--- src/rtl/core_pkg.sv ---
// Shared core definitions: opcode constants, scoreboard slot type, flush FSM states
// and opcode classification helpers used by the hazard controller.
package core_pkg;

    localparam logic [6:0] LOAD   = 7'b0000011;
    localparam logic [6:0] OP_IMM = 7'b0010011;
    localparam logic [6:0] OP     = 7'b0110011;
    localparam logic [6:0] LUI    = 7'b0110111;
    localparam logic [6:0] AUIPC  = 7'b0010111;
    localparam logic [6:0] JAL    = 7'b1101111;
    localparam logic [6:0] JALR   = 7'b1100111;
    localparam logic [6:0] STORE  = 7'b0100011;
    localparam logic [6:0] BRANCH = 7'b1100011;

    typedef struct packed {
        logic       valid;
        logic [4:0] rd;
        logic       wr;
        logic       is_load;
    } sb_slot_t;

    typedef enum logic {StRun, StFlush} flush_state_t;

    function automatic logic opc_writes_rd(input logic [6:0] opc);
        case (opc)
            LOAD, OP_IMM, OP, LUI, AUIPC, JAL, JALR: return 1'b1;
            default:                                 return 1'b0;
        endcase
    endfunction

    function automatic logic opc_uses_rs1(input logic [6:0] opc);
        case (opc)
            LUI, AUIPC, JAL: return 1'b0;
            default:         return 1'b1;
        endcase
    endfunction

    function automatic logic opc_uses_rs2(input logic [6:0] opc);
        case (opc)
            OP, STORE, BRANCH: return 1'b1;
            default:           return 1'b0;
        endcase
    endfunction

endpackage

--- src/rtl/fwd_cmp.sv ---
// Forwarding comparator for one source register: picks the MEM-bound or WB-bound
// producer, with the MEM-bound (younger) producer taking priority.
module fwd_cmp
    import core_pkg::*;
(
    input  logic [4:0] rs,
    input  sb_slot_t   mem_slot,
    input  sb_slot_t   wb_slot,
    output logic       fwd_mem,
    output logic       fwd_wb
);

    logic mem_hit;
    logic wb_hit;
    logic unused_load_bits;

    assign mem_hit = mem_slot.valid && mem_slot.wr && (mem_slot.rd == rs);
    assign wb_hit  = wb_slot.valid && wb_slot.wr && (wb_slot.rd == rs);

    assign fwd_mem = mem_hit;
    assign fwd_wb  = wb_hit && !mem_hit;

    assign unused_load_bits = mem_slot.is_load ^ wb_slot.is_load;

endmodule

--- src/rtl/hazard_ctrl.sv ---
// Execute-stage hazard controller: EX/MEM/WB shadow scoreboard, registered forward
// selects, load-use stall and post-branch flush. HAZARD_PERF_EN adds stall/flush counters.
module hazard_ctrl
    import core_pkg::*;
#(
    parameter int unsigned FLUSH_CYCLES = 2
) (
    input  logic        clk,
    input  logic        rst_n,
    input  logic        dec_valid,
    input  logic [6:0]  dec_opcode,
    input  logic [4:0]  dec_rs1,
    input  logic [4:0]  dec_rs2,
    input  logic [4:0]  dec_rd,
    input  logic        branch_taken,
    output logic        forward_mem_ex_rs1,
    output logic        forward_mem_ex_rs2,
    output logic        forward_wb_ex_rs1,
    output logic        forward_wb_ex_rs2,
    output logic        stall,
`ifdef HAZARD_PERF_EN
    output logic [31:0] stall_cnt,
    output logic [31:0] flush_cnt,
`endif
    output logic        flush
);

    localparam logic [2:0] FlushLoad = 3'(FLUSH_CYCLES - 1);

    sb_slot_t     ex_q, mem_q, wb_q, ex_d;
    flush_state_t state_q;
    logic [2:0]   cnt_q;
    logic         rs1_used, rs2_used;
    logic         load_use, flush_req;
    logic         rs1_mem, rs1_wb, rs2_mem, rs2_wb;
    logic         unused_wb;

    assign rs1_used = opc_uses_rs1(dec_opcode);
    assign rs2_used = opc_uses_rs2(dec_opcode);

    assign load_use = dec_valid && ex_q.valid && ex_q.is_load && ex_q.wr &&
                      ((rs1_used && (ex_q.rd == dec_rs1)) ||
                       (rs2_used && (ex_q.rd == dec_rs2)));

    // branch_taken is only honoured in RUN; in FLUSH it comes from a squashed bubble
    assign flush_req = (state_q == StFlush) || branch_taken;
    assign flush     = rst_n && flush_req;
    assign stall     = rst_n && load_use && !flush_req;

    always_comb begin
        ex_d = '0;
        if (dec_valid && !stall && !flush) begin
            ex_d.valid   = 1'b1;
            ex_d.rd      = dec_rd;
            ex_d.wr      = opc_writes_rd(dec_opcode) && (dec_rd != 5'd0);
            ex_d.is_load = (dec_opcode == LOAD);
        end
    end

    always_ff @(posedge clk or negedge rst_n) begin
        if (!rst_n) begin
            ex_q  <= '0;
            mem_q <= '0;
            wb_q  <= '0;
        end else begin
            ex_q  <= ex_d;
            mem_q <= ex_q;
            wb_q  <= mem_q;
        end
    end

    // Current EX is about to become MEM and current MEM is about to become WB.
    fwd_cmp u_fwd_rs1 (
        .rs       (dec_rs1),
        .mem_slot (ex_q),
        .wb_slot  (mem_q),
        .fwd_mem  (rs1_mem),
        .fwd_wb   (rs1_wb)
    );

    fwd_cmp u_fwd_rs2 (
        .rs       (dec_rs2),
        .mem_slot (ex_q),
        .wb_slot  (mem_q),
        .fwd_mem  (rs2_mem),
        .fwd_wb   (rs2_wb)
    );

    always_ff @(posedge clk or negedge rst_n) begin
        if (!rst_n) begin
            forward_mem_ex_rs1 <= 1'b0;
            forward_mem_ex_rs2 <= 1'b0;
            forward_wb_ex_rs1  <= 1'b0;
            forward_wb_ex_rs2  <= 1'b0;
        end else begin
            forward_mem_ex_rs1 <= ex_d.valid && rs1_mem;
            forward_mem_ex_rs2 <= ex_d.valid && rs2_mem;
            forward_wb_ex_rs1  <= ex_d.valid && rs1_wb;
            forward_wb_ex_rs2  <= ex_d.valid && rs2_wb;
        end
    end

    // FLUSH is left as the counter reaches 0, so flush spans FLUSH_CYCLES cycles
    // counting the branch_taken cycle itself.
    always_ff @(posedge clk or negedge rst_n) begin
        if (!rst_n) begin
            state_q <= StRun;
            cnt_q   <= 3'd0;
        end else begin
            unique case (state_q)
                StRun: begin
                    if (branch_taken) begin
                        cnt_q <= FlushLoad;
                        if (FlushLoad != 3'd0) state_q <= StFlush;
                    end
                end
                StFlush: begin
                    cnt_q <= cnt_q - 3'd1;
                    if (cnt_q <= 3'd1) state_q <= StRun;
                end
            endcase
        end
    end

    assign unused_wb = ^wb_q;

`ifdef HAZARD_PERF_EN
    always_ff @(posedge clk or negedge rst_n) begin
        if (!rst_n) begin
            stall_cnt <= 32'd0;
            flush_cnt <= 32'd0;
        end else begin
            if (stall && (stall_cnt != 32'hFFFF_FFFF)) stall_cnt <= stall_cnt + 32'd1;
            if (flush && (flush_cnt != 32'hFFFF_FFFF)) flush_cnt <= flush_cnt + 32'd1;
        end
    end
`endif

endmodule

--- config.mk ---
export PLATFORM = sky130hd
export DESIGN_NAME = hazard_ctrl
export DESIGN_NICKNAME = d
export VERILOG_FILES = /design/src/rtl/core_pkg.sv /design/src/rtl/fwd_cmp.sv /design/src/rtl/hazard_ctrl.sv
export SDC_FILE = /design/constraint.sdc
export NUM_CORES = 1
export LEC_CHECK = 0
export ABC_AREA = 1
export BUFFER_PORTS_ARGS = -buffer_cell sky130_fd_sc_hd__buf_2
export CORE_ASPECT_RATIO = 0.6
export CORE_UTILIZATION = 32
export CTS_CLUSTER_SIZE = 8
export DETAILED_ROUTE_END_ITERATION = 12
export SETUP_SLACK_MARGIN = 0.1
export SYNTH_ARGS = -nofsm -noshare
export SYNTH_HDL_FRONTEND = slang
export SYNTH_SLANG_ARGS = --single-unit
--- constraint.sdc ---
create_clock -name clk -period 1.3 [get_ports clk]
set_input_delay 0.065 -clock clk [delete_from_list [all_inputs] [get_ports clk]]
set_output_delay 0.065 -clock clk [all_outputs]
set_load 0.02 [all_outputs]
=== Word-level counts from Yosys, hierarchy flattened ===
Index checks and enable logic that the tools add are counted.
W data, S select, Z words.

* Input port bits: 26
* Bits in registers: 23

* Bitwise gates (word level): 1
* Equal/unequal tests: 14
* Multiplexer cells: 10
* Magnitude comparators: 1
* Add/subtract/negate cells: 1
* Reduce and logical (&&, ||, !) cells: 35

{| class="wikitable"
|+ Operator list
! cell !! number
|-
| $logic_and A1 B1 Y1 || 24
|-
| $eq A7 B6 Y1 const B || 3
|-
| $eq A7 B7 Y1 const B || 3
|-
| $eq A5 B5 Y1 || 4
|-
| $eq A7 B5 Y1 const B || 2
|-
| $mux W8 || 1
|-
| $eq A7 B2 Y1 const B || 1
|-
| $reduce_or A7 Y1 || 1
|-
| $mux W1 || 6
|-
| $pmux W3 S2 || 1
|-
| $reduce_or A3 Y1 || 2
|-
| $logic_not A1 Y1 || 5
|-
| $reduce_bool A5 Y1 || 1
|-
| $le A3 B1 Y1 const B || 1
|-
| $mux W3 || 1
|-
| $sub A3 B1 Y3 const B || 1
|-
| $logic_or A1 B1 Y1 || 2
|-
| $ne A2 B2 Y1 const B || 1
|-
| $pmux W1 S2 || 1
|-
| $not A1 Y1 || 1
|}

=== Logic depth before layout (Yosys ltp) ===
* Depth in word-level cells: 15
* Gate-level depth with buffers: 11

=== Cells and area by module ===
From an unflattened synthesis, not the netlist that was laid out.

* Cell total of the unflattened synthesis: 239
* Area total of the unflattened synthesis: 1,586.5 um2

{| class="wikitable"
|+ By module, submodules not included
! module !! cells each !! area an instance (um2) !! times used
|-
| hazard_ctrl || 125 || 1,126.1 || 1
|-
| fwd_cmp || 57 || 230.2 || 2
|}

=== Worst setup path before layout ===
OpenSTA, ideal clock, no wires.

* Kind: reg-to-reg
* From: register ex_q[4] (netlist name)
* To: register ex_q[1] (netlist name)
* Setup time: 0.122 ns
* Path slack: 0.024 ns
* Data arrival time: 1.154 ns
* Data required time: 1.178 ns
* Cell stages (with the launch flop): 10
* Path buffers: 1
* Cell sequence: dfrtp_1 > xnor2_1 > nand2_1 > nor2_2 > nand2_1 > nand2_1 > nand2_2 > nand2_2 > buf_6 > nor2_2

{| class="wikitable"
|+ RTL lines
! item !! RTL line !! text
|-
| start: declaration || hazard_ctrl.sv:30 || <nowiki>sb_slot_t ex_q, mem_q, wb_q, ex_d;</nowiki>
|-
| start signal: assignment || hazard_ctrl.sv:62 || <nowiki>ex_q <= '0;</nowiki>
|-
| start signal: assignment || hazard_ctrl.sv:66 || <nowiki>ex_q <= ex_d;</nowiki>
|}

=== Final worst setup path ===
* From: register ex_q[6] (netlist name)
* To: output stall

* Longest elaborated chain between the ends: 6
* Elaborated cells between the ends (all ways): 8
* Classes of those cells: eq/ne: 2; reduce/logical: 6

{| class="wikitable"
|+ Ends and longest elaborated chain
! item !! RTL line !! text
|-
| $eq A5 B5 Y1 (on tied branches) || hazard_ctrl.sv:42, hazard_ctrl.sv:43 ||
|-
| $logic_and A1 B1 Y1 (on tied branches) || hazard_ctrl.sv:42, hazard_ctrl.sv:43 ||
|-
| $logic_or A1 B1 Y1 (*) || hazard_ctrl.sv:42 || <nowiki>((rs1_used && (ex_q.rd == dec_rs1)) ||</nowiki>
|-
| $logic_and A1 B1 Y1 (*) || hazard_ctrl.sv:41 || <nowiki>assign load_use = dec_valid && ex_q.valid && ex_q.is_load && ex_q.wr &&</nowiki>
|-
| $logic_and A1 B1 Y1 (*) (2 in series) || hazard_ctrl.sv:48 || <nowiki>assign stall = rst_n && load_use && !flush_req;</nowiki>
|-
| end: declaration || hazard_ctrl.sv:20 || <nowiki>output logic stall,</nowiki>
|}

Mark *: on every way between the ends. The rest lies on a longest branch, timed or not.

==> results <==
- The tool flagged a number of max-cap violations equal to 0.
- The number of flops mapped to enable cells by yosys is 0.
- Of the synthesized area, sequential elements account for 47.4%.
- The total length of routed wires is 2.51 mm.
- Measured along the y axis, the die boundary spans around 50 um.
- The most used flip-flop cell after synthesis is dfrtp_1.
- STA puts the critical path data required time at between 1 and 1.5 ns.
- For this run the aggregate overflow at the end of global routing stands at 0.
- Setup repair after global routing could not meet its margin everywhere.
- The average via count per standard cell is approximately 4.5.
- The final number of hold-violating endpoints was 0.
- The ratio of cells with drive above 1 in the final layout is between 30% and 40%.
- The category of the worst setup path capture point is an output port.
- The maximum net fanout on the critical path is 3.
- The CTS tree is built.
- Summing all non-filler instances in the final layout gives an area of approximately 0.0016 sq mm.
- The detail route stage leaves a number of antenna-violating nets equal to 0.
- At the worst endpoint, the arrival time is between 1 and 1.5 ns.
- After clock tree synthesis, the clock-pin slew on the worst setup and hold paths is ~0.080 ns.
- The number of antenna violations at the first check in global routing came to 0.
- dfrtp_1 takes more of the synthesized area than any other cell.
- In this run, synthesis produced a sequential element count of 23.
- The routed layout has just over 1000 vias.
- The number of antenna diodes in the final layout is 0.
- The placed wire-length estimate after detailed placement is approximately 2.1 mm.
- The min-delay analysis places its worst path in the category input pin to register.
- For this run, the total global-route usage over all layers was measured as about an eighth.
- Compared with the post-synthesis result, the final layout area differs by 29.9%.
- Measured against its own limit, the worst slew margin works out to 85.5%.
- The number of clock sinks is 23.
- For this configuration, the core starts out at a cell density of between 30% and 40%.
- The final-stage net count is about 210.
- The first routing iteration left 45 violations.
- The largest delay contributor family on the critical path is simple AND/OR/NAND/NOR gates.
- Setup violations remaining at the end of the flow were counted as 13.
- The deepest level of the CTS H-tree is 1.
- The global-route wire length before repair is between 4 and 5 mm.
- The floorplan row count is 16.
- After synthesis, the cell types taking the most area are dfrtp_1 47%, nand2_1 9.3%, xnor2_1 7.2%.
- STA classifies the critical path startpoint as a register.
- In this run the tool buffered the top-level ports with 31 buffer cells.
- The smallest setup slack after layout is -0.247 ns.
- The number of buffers and inverters on the critical path is 2.
- The die area is roughly 0.0041 sq mm.
- The final number of max-transition violations is 0.
- The checks that failed: negative setup slack.
- For this design the static power due to leakage is 0.000817 uW.
- Entering global routing, the biggest net connects 15 pins.
- For this run, design rule violations remaining after detail routing come to 0.
- The cell area after technology mapping is approximately 0.0012 sq mm.
- In the finished design, the share of the clock period the worst path needs comes to 119%.
- Synthesis produced 143 cells.
- The worst setup path is of the register to output port kind.
- Of all flip-flops after synthesis, the portion carrying an async set or reset was 100%.
- The fmax is about 0.65 GHz.
- The synthesized design devotes to its leading area cell type a little under half of total area.
- The number of global-route vias before repair is between 900 and 1000.
- On the critical path, the stage with the largest delay is an instance of dfrtp_1.
- The worst stage delay on the critical path is 0.43 ns.
- The placeable core region is roughly 0.0034 sq mm.
- Traced cell by cell, the critical path runs through xnor2_1, nand2_1, nor2_2, nand2_1, nand2_1, nand2_2, inv_2, buf_6.
- The flow ran to the end, but the final reports show violations.
- For the worst-skew pair, the clock arrives at the later sink with an insertion delay of ~0.26 ns.
- The worst slack on hold paths is ~0.029 ns.
- For the finished layout, the period the worst path requires is around 1.5 ns.
- In this run, CTS created clock tree buffers numbering 3.
- IR analysis of the VDD net gives a maximum drop of ~0.38 mV.
- Once placement finished, the instance area stood at ~0.0015 sq mm.
- By instance count, the cell type seen most on the critical path is nand2_1.
- From left edge to right edge, the die measures ~82 um.
- The power density of the placed cells is 1150 mW/mm^2.
- The filler cells instantiated in the layout total about 350.
- The worst-case clock buffer depth is 2.
- The synthesized netlist net count is approximately 170.
- During synthesis, Yosys emitted a total of 0 warnings.
- The synthesized netlist contains 21 unique library cells.
- For this design the top-level I/O count stands at 32.
- The worst setup skew after layout is 0.00317 ns.
- The per-instance average area after synthesis is roughly 8.5 sq um.
- The tree is rooted in a clkbuf_8.
- For the pin with the worst max-slew slack, the measured transition is between 0.2 and 0.25 ns.
- The number of optimization iterations in the first detailed-route pass is 4.
- The global placer's final weighted congestion is between 0.9 and 1.
- The average wire per cell in the routed design is about 11 um.
- The library cells used most frequently in the layout, excluding fill and tap cells, are 29 x nand2_1, 29 x buf_2, 23 x dfrtp_1, 21 x inv_1, 10 x nor2_2.
[tightest hold or removal path: cells and delay by family]
family        cells  cell delay [ns]
buf+inv           2             0.16
simple gates      1             0.04
[report_power, final]
group | switching, uW | internal, uW | total (uW)
Clock | 217 | 216 | 433
Sequential | 71.0 | 809 | 880
Combinational | 280 | 226 | 506
[layer usage]
layer | part of all wire (%) | GRT usage (%) | vias to the layer above
li1 | - | - | 519
met1 | 50 | 19.1 | 471
met2 | 44 | 20.1 | 29
met3 | 5.8 | 2.96 | 4
met4 | 0.68 | 3.57 | 0
met5 | 0 | 0 | -
[cell usage after synthesis, types with 2 or more instances]
library cell  count
inv_1            23
nor3_1            4
nor2_1            9
nand2_1          30
o21ai_0           5
nand2_2           2
nand4_1           3
a21oi_1           3
xor2_1            6
nand3_1           6
nor2_2           10
dfrtp_1          23
ha_1              2
xnor2_1          10
[cell type report]
cell class	count	area, sq um	share of cell area (%)
clock buffers	3	41.3	2.62
well taps	45	56.3	3.57
multi-input cells	95	567	36.0
repair buffers	38	239	15.2
flip-flops and latches	23	576	36.5
inverters	24	90.1	5.71
clock inverters	1	7.51	0.476
[state kept, by name, indices dropped and copies added (netlist names)]
| name | cells |
|---|---|
| forward_wb_ex_rs2 | 1 |
| state_q | 1 |
| forward_mem_ex_rs1 | 1 |
| cnt_q | 3 |
| ex_q | 8 |
| forward_mem_ex_rs2 | 1 |
| forward_wb_ex_rs1 | 1 |
| mem_q | 7 |
[cells by family (layout without fill, tap and decap cells)]
kind of cell	Yosys count	in the layout	synth area share [%]
AOI/OAI and AO/OA	10	10	4.43
xor gates and xnor gates	16	16	11.5
adders and majority gates	2	2	2.06
buffers and inverters	25	66	8.35
DFF	23	23	47.4
and+or+nand+nor	67	67	26.2
[timing repair]
action	CTS	global route
endpoints found under the setup margin	13	14
gates resized for setup	3	11
setup buffers	1	1
hold buffers	1	0
endpoints found under the hold margin	23	0
pin swaps	1	4
gates cloned	0	0
[per-stage QoR]
stage          worst slack (ns)  instances  power, uW  setup TNS, ns  utilization (%)
2_1_floorplan            0.0265        143       1180              0                -
3_3_place_gp            -0.0635        223       1340         -0.685             42.5
3_5_place_dp            -0.0944        223       1360         -0.945             42.5
4_1_cts                  -0.242        229       1800          -1.57             44.6
5_1_grt                  -0.357        229       1970          -3.33             45.8
6_report                 -0.247        229       1820          -1.73             45.8
[path summary, 6_finish.rpt]
kind	to	start	slack (ns)	depth (start not counted)
worst max-delay path	stall	ex_q[6]	-0.25	8
max in group asynchronous	mem_q[5]	rst_n	0.83	3
worst max register to register	forward_wb_ex_rs1	ex_q[6]	-0.14	9
worst min-delay path	ex_q[6]	dec_rd[4]	0.03	3
min in group asynchronous	cnt_q[1]	rst_n	0.32	3
worst min register to register	mem_q[1]	ex_q[1]	0.40	0
No activity file was read; power rests on OpenSTA's default activity.
